`src/rtl/mac_acc_block_0.sv`:
```
// Accumulator stage after the block-0 multiplier: sums product beats into a cfg-selected width
// and presents the result on a registered valid/ready port. Optional clamping via MAC_ACC_SAT_EN.
module mac_acc_block_0 #(
  parameter int MAC_CONF_WIDTH = 2,
  parameter int MAC_MIN_WIDTH  = 8,
  parameter int MAC_INT_WIDTH  = 5 * MAC_MIN_WIDTH
) (
  input  logic                      clk,
  input  logic                      rst,
  input  logic                      en,
  input  logic [MAC_CONF_WIDTH-1:0] cfg,
  input  logic                      in_valid,
  output logic                      in_ready,
  input  logic                      in_last,
  input  logic [MAC_INT_WIDTH-1:0]  C,
  output logic                      out_valid,
  input  logic                      out_ready,
  output logic [MAC_INT_WIDTH-1:0]  out_data,
  output logic                      out_ovf
);

  localparam int W_SINGLE = (5 * MAC_MIN_WIDTH) / 2;
  localparam int W_DUAL   = (7 * MAC_MIN_WIDTH) / 2;

`ifdef MAC_ACC_SAT_EN
  localparam bit SAT_EN = 1'b1;
`else
  localparam bit SAT_EN = 1'b0;
`endif

  typedef enum logic [1:0] {IDLE, ACCUM, HOLD} state_t;
  typedef enum logic [1:0] {MODE_SINGLE, MODE_DUAL, MODE_QUAD} mode_t;

  state_t                      state, state_n;
  logic [MAC_INT_WIDTH-1:0]    acc, acc_n;
  logic                        ovf, ovf_n;
  logic [MAC_CONF_WIDTH-1:0]   cfg_q, cfg_n;

  logic                        accept;
  logic                        first_beat;
  logic [MAC_CONF_WIDTH-1:0]   cfg_eff;
  mode_t                       mode;
  logic [MAC_INT_WIDTH-1:0]    mask;
  logic [MAC_INT_WIDTH-1:0]    c_masked;
  logic [MAC_INT_WIDTH-1:0]    sum;
  logic [MAC_INT_WIDTH-1:0]    sum_w;
  logic [MAC_INT_WIDTH-1:0]    clamp;
  logic                        ovf_now;

  assign in_ready   = en & ((state != HOLD) | out_ready);
  assign accept     = in_valid & in_ready;
  assign first_beat = accept & (state != ACCUM);
  assign cfg_eff    = first_beat ? cfg : cfg_q;

  // Encoding 11 falls back to single mode.
  always_comb begin
    case (cfg_eff[1:0])
      2'b01:   mode = MODE_DUAL;
      2'b10:   mode = MODE_QUAD;
      default: mode = MODE_SINGLE;
    endcase
  end

  always_comb begin
    case (mode)
      MODE_DUAL: mask = {{(MAC_INT_WIDTH - W_DUAL){1'b0}}, {W_DUAL{1'b1}}};
      MODE_QUAD: mask = {MAC_INT_WIDTH{1'b1}};
      default:   mask = {{(MAC_INT_WIDTH - W_SINGLE){1'b0}}, {W_SINGLE{1'b1}}};
    endcase
  end

  assign c_masked = C & mask;
  assign sum      = acc + c_masked;
  assign sum_w    = sum & mask;

  // Unsigned widths are narrower than the adder, so their carry lands inside sum.
  always_comb begin
    case (mode)
      MODE_DUAL: ovf_now = sum[W_DUAL];
      MODE_QUAD: ovf_now = (acc[MAC_INT_WIDTH-1] == c_masked[MAC_INT_WIDTH-1]) &&
                           (sum[MAC_INT_WIDTH-1] != acc[MAC_INT_WIDTH-1]);
      default:   ovf_now = sum[W_SINGLE];
    endcase
  end

  always_comb begin
    if (mode == MODE_QUAD) begin
      clamp = acc[MAC_INT_WIDTH-1] ? {1'b1, {(MAC_INT_WIDTH-1){1'b0}}}
                                   : {1'b0, {(MAC_INT_WIDTH-1){1'b1}}};
    end else begin
      clamp = mask;
    end
  end

  always_comb begin
    state_n = state;
    acc_n   = acc;
    ovf_n   = ovf;
    cfg_n   = cfg_q;
    case (state)
      IDLE: begin
        if (accept) begin
          acc_n   = c_masked;
          ovf_n   = 1'b0;
          cfg_n   = cfg;
          state_n = in_last ? HOLD : ACCUM;
        end
      end
      ACCUM: begin
        if (accept) begin
          if (SAT_EN && ovf) begin
            acc_n = acc;
          end else if (ovf_now) begin
            ovf_n = 1'b1;
            acc_n = SAT_EN ? clamp : sum_w;
          end else begin
            acc_n = sum_w;
          end
          state_n = in_last ? HOLD : ACCUM;
        end
      end
      HOLD: begin
        if (en && out_ready) begin
          state_n = IDLE;
          // A beat arriving with the handshake starts the next dot product immediately.
          if (accept) begin
            acc_n   = c_masked;
            ovf_n   = 1'b0;
            cfg_n   = cfg;
            state_n = in_last ? HOLD : ACCUM;
          end
        end
      end
      default: state_n = IDLE;
    endcase
  end

  always_ff @(posedge clk) begin
    if (rst) begin
      state <= IDLE;
      acc   <= '0;
      ovf   <= 1'b0;
      cfg_q <= '0;
    end else if (en) begin
      state <= state_n;
      acc   <= acc_n;
      ovf   <= ovf_n;
      cfg_q <= cfg_n;
    end
  end

  assign out_valid = (state == HOLD);
  assign out_data  = acc;
  assign out_ovf   = ovf;

endmodule

```
`config.mk`:
```
export PLATFORM = sky130hd
export DESIGN_NAME = mac_acc_block_0
export DESIGN_NICKNAME = d
export VERILOG_FILES = /design/src/rtl/mac_acc_block_0.sv
export SDC_FILE = /design/constraint.sdc
export NUM_CORES = 1
export LEC_CHECK = 0
export ABC_CLOCK_PERIOD_IN_PS = 6300
export CORE_MARGIN = 2
export CORE_UTILIZATION = 53
export CTS_CLUSTER_DIAMETER = 50
export DETAILED_ROUTE_END_ITERATION = 10
export PLACE_DENSITY_LB_ADDON = 0.08
export SYNTH_ARGS = -nofsm -noshare
export SYNTH_HDL_FRONTEND = slang
export SYNTH_SLANG_ARGS = --single-unit
```
`constraint.sdc`:
```
create_clock -name clk -period 6.3 [get_ports clk]
set_clock_uncertainty 0.05 [all_clocks]
set_input_delay 1.26 -clock clk [delete_from_list [all_inputs] [get_ports clk]]
set_output_delay 1.26 -clock clk [all_outputs]
set_load 0.03 [all_outputs]
```
# After elaboration in Yosys (flattened, before gate mapping)
# Cells that the tools add are included.
[word_totals] reg_bits=45 input_bits=48 word_cells=56
[op_classes] add_sub_neg=1 n_eq_ne=14 mux=21 bitwise=6 reduce_logical=10
[op_table] operator="$mux 40" n=3
[op_table] operator="$pmux 40 s3" n=1
[op_table] operator="$and 40x40->40" n=2
[op_table] operator="$pmux 40 s2" n=1
[op_table] operator="$add 40x40->40" n=1
[op_table] operator="$mux 2" n=7
[op_table] operator="$pmux 2 s2" n=3
[op_table] operator="$eq 2x1->1 const B" n=3
[op_table] operator="$eq 2x2->1 const B" n=3
[op_table] operator="$ne 2x1->1 const B" n=3
[op_table] operator="$ne 2x2->1 const B" n=3
[op_table] operator="$reduce_and 3->1" n=2
[op_table] operator="$reduce_and 5->1" n=1
[op_table] operator="$mux 1" n=4
[op_table] operator="$reduce_and 4->1" n=1
[op_table] operator="$and 1x1->1" n=3
[op_table] operator="$pmux 1 s3" n=1
[op_table] operator="$reduce_bool 3->1" n=1
[op_table] operator="$logic_and 1x1->1" n=2
[op_table] operator="$logic_not 2->1" n=1
[op_table] operator="$pmux 1 s2" n=1
[op_table] operator="$reduce_bool 2->1" n=1
[op_table] operator="$reduce_or 2->1" n=1
[op_table] operator="$eq 1x1->1" n=1
[op_table] operator="2 further kinds" n=2

# Depth between registers and ports, before layout
[logic_depth] word_depth=18 depth_mapped=20 ltp_nobuf=18

# Least setup slack after synthesis
# No wires, ideal clock.
[synth_path] kind="input to register" start="input en" end="register acc[39] (netlist: out_data[39])" setup_time_ps=91 arrival_ps=5380 setup_slack_ps=779 path_stages=18 cell_sequence="a21boi_1 > and2_1 > nand2_1 > mux2_2 > ha_1 > clkbuf_1 > nor2b_1 > ha_1 > buf_2 > a21o_1 > a21o_1 > a21oi_1 > nor4_1 > a311oi_2 > nand2b_1 > or4_1 > a41o_1 > a311oi_1"
[synth_via] elab_chain_len=13
[synth_rtl] item="from (decl)" line_no="10" rtl="input logic en,"
[synth_rtl] item="$and 1x1->1" line_no="50" rtl="assign in_ready = en & ((state != HOLD) | out_ready);"
[synth_rtl] item="$and 1x1->1" line_no="51" rtl="assign accept = in_valid & in_ready;"
[synth_rtl] item="$and 1x1->1" line_no="52" rtl="assign first_beat = accept & (state != ACCUM);"
[synth_rtl] item="$mux 2" line_no="53" rtl="assign cfg_eff = first_beat ? cfg : cfg_q;"
[synth_rtl] item="$eq 2x2->1 or $eq 2x1->1 (tied branches)" line_no="57" rtl="case (cfg_eff[1:0])"
[synth_rtl] item="$pmux 2 s2" line_no="57"
[synth_rtl] item="$eq 2x2->1 or $eq 2x1->1 (tied branches)" line_no="65" rtl="case (mode)"
[synth_rtl] item="$pmux 40 s2" line_no="65"
[synth_rtl] item="$and 40x40->40" line_no="72" rtl="assign c_masked = C & mask;"
[synth_rtl] item="$add 40x40->40" line_no="73" rtl="assign sum = acc + c_masked;"
[synth_rtl] item="$and 40x40->40" line_no="74" rtl="assign sum_w = sum & mask;"
[synth_rtl] item="$mux 40" line_no="110" rtl="if (accept) begin"
[synth_rtl] item="$pmux 40 s3" line_no="100" rtl="case (state)"
[synth_rtl] item="to (signal assigned)" line_no="146" rtl="acc <= acc_n;"
[synth_rtl] item="to (decl)" line_no="35" rtl="logic [MAC_INT_WIDTH-1:0] acc, acc_n;"
# Parallel ways exist; a longest one is shown, timed or not. The select of a mux whose other input is x is not followed.
# A chain may end at the register's enable or synchronous reset.

# Worst setup path after layout
[layout_path] start="input en" end="register acc[35] (netlist: out_data[35])"
# Same word-level chain as after synthesis.

==> results.tsv <==
metric	value	unit
status	completed	
dieArea	9230	um^2
cts_tree	done	
grt_pass1_wl	21500	um
drc_errors	0	
drive_above_1_share	5.29	%
drtIter0Drc	332	
cts.sinks	45	
area_growth	24.4	%
clockBufferDepth	2	
drt-met1-wl	6020	um
ir_drop	137	uV
multi_input_area	3420	um^2
gp_congestion	0.925	
wl_per_cell	17.1	um
synthesis.instances	608	
slew_viol_final	0	
critPathKind	in -> reg	
final-setup-viol-count	0	
vias	4936	
overflow	0	
critPathCaptureType	flop	
hold_class	reg -> reg	
antenna_left	0	
insertion_delay	0.31	ns
tightestPinTransition	1.04	ns
cts_buffers	5	
synth_seq_cells	45	
utilization	68.0	%
fin_crit	5.70	ns
grt_pass1_vias	4584	
relSlewSlack	30.4	%
cts.clk_slew.worst_paths	0.10	ns
ctsHtreeMaxLevel	2	
area.sequential	901	um^2
cap_violations	0	
start_util	54.7	%
layout.cells.most_common_list	90 x clkdlybuf4s50_1, 65 x nor2_1, 64 x nand2_1, 45 x dfxtp_1	
synthArstFlopShare	0	%
cp-start-kind	input port	
synthFlopType	dfxtp_1	
detail_route.wirelength	13400	um
cts_root_buffer	clkbuf_8	
wl_met2	6200	um
synth_edf_count	0	
final_common_cell	clkdlybuf4s50_1	
die_h	96.1	um
arrival	5.84	ns
postLayoutCellArea	5590	um^2
rsz0062_at_grt	false	
cts_setup_buffers	0	
dpl_cell_area	5460	um^2
io_pins	91	
port_buffers	90	
netlist_area	4490	um^2
core_area	8220	um^2
syn_area_per_cell	7.39	um^2
fin_crit_sh	90.5	%
p_total	967	uW
antenna_found_initial	0	
clock.fmax	175	MHz
vias_per_cell	6.29	
crit_path_max_fanout	12	
top_layer_used	met4	
routed-wl-met3	1000	um
dr.pass1.iters	5	
synth_fp_nets	699	
required	6.44	ns
dieWidth	96.1	um
setup_tns	0	ns
n_fill_cell	720	
rows	33	
ys_warn_count	0	
finalHoldViolCount	0	
grt_max_degree	50	
num-nets-final	770	
holdBufCountCts	0	
grtUsageTotal	29.0	%
yosysSeqAreaShare	20.0	%
antenna-diode-count	0	
synth.distinct_cells	69	
power_density	173	nW/um^2
cts_resized	0	
dpl.hpwl	9930	um
p_leak	0.00220	uW
==> worst paths after layout <==
kind              depth (start not counted)      from  slack, ns           end
setup / recovery                         17        en       0.60  out_data[35]
hold reg to reg                           2  cfg_q[0]       0.44      cfg_q[0]
setup reg to reg                         16  state[1]       1.39  out_data[35]
hold / removal                            2  cfg_q[0]       0.44      cfg_q[0]
==> worst max-delay path, stage by stage <==
cell             delay (ns)
clkdlybuf4s50_1        0.46
a21boi_1               0.19
and2_1                 0.27
nand2_1                0.13
mux2_2                 0.28
inv_1                  0.05
ha_1                   0.52
nor2b_1                0.13
ha_1                   0.41
a21boi_0               0.17
a2111oi_0              0.43
o22ai_1                0.24
a31oi_1                0.43
o221ai_1               0.30
xor2_1                 0.20
a221oi_1               0.28
nor3_1                 0.09
==> cell usage after synthesis (3+ instances only) <==
cell	n	area share, %
a21o_1	16	2.7
nor2b_1	12	1.7
nor3_1	18	2.0
nand3_1	13	1.4
a21oi_1	43	4.8
a21boi_0	4	0.67
o211ai_1	7	1.2
a21oi_2	3	0.58
clkbuf_1	27	2.3
a311oi_1	12	2.3
nor2_1	65	5.4
and2_1	16	2.2
inv_1	17	1.4
a211oi_1	16	2.7
mux2_2	4	1.0
o21ai_0	36	4.0
ha_1	42	12
nand2b_1	9	1.3
and3_1	3	0.42
o21a_1	5	0.84
o22ai_1	6	0.84
a31oi_1	5	0.70
xor2_1	15	2.9
o21ai_1	6	0.67
nand2_1	64	5.3
a22oi_1	7	1.2
nand4_1	9	1.3
dfxtp_1	45	20
o21bai_1	4	0.67
xnor2_1	14	2.7
a221oi_1	9	1.8
==> report_power, final <==
part           leakage, uW  internal [uW]  switching, uW  total (uW)
combinational      0.00177            156            217         373
clock            0.0000681            158            120         278
sequential        0.000369            301           14.4         316
==> area by class of cell <==
class                      instances  share of cell area, %
clock inverter                     3                   1.16
tap                              105                   2.35
timing repair buffer              95                   16.8
sequential                        45                   16.1
inverter                          17                   1.14
clock buffer                       5                   1.23
multi-input combinational        515                   61.2
==> cell families after synthesis <==
kind of cell	Yosys count	synth area share, %
compound gates	212	32.9
xor+xnor	29	5.65
fa+ha+maj	43	12.1
buf+inv	48	4.06
flops	45	20.0
mux	6	1.45
simple gates	225	23.7
==> state kept, by name, summed over array words and instances, names as in the netlist <==
name      flops
out_ovf       1
state         2
cfg_q         2
out_data     40
==> metrics by stage <==
step           hold slack (ns)  instances  worst slack, ns
6_report                 0.436        785            0.596
5_1_grt                  0.460        785            0.254
4_1_cts                  0.437        785            0.654
3_5_place_dp             0.421        777            0.340
3_3_place_gp             0.413        777            0.586
2_1_floorplan            0.400        608            0.779
==> routing by layer <==
metal / GRT usage (%) / vias up
li1: - / 2409
met1: 40.3 / 2286
met2: 47.6 / 222
met3: 3.29 / 19
met4: 7.62 / 0
met5: 0 / -
Power figures use the tool's default switching activity.
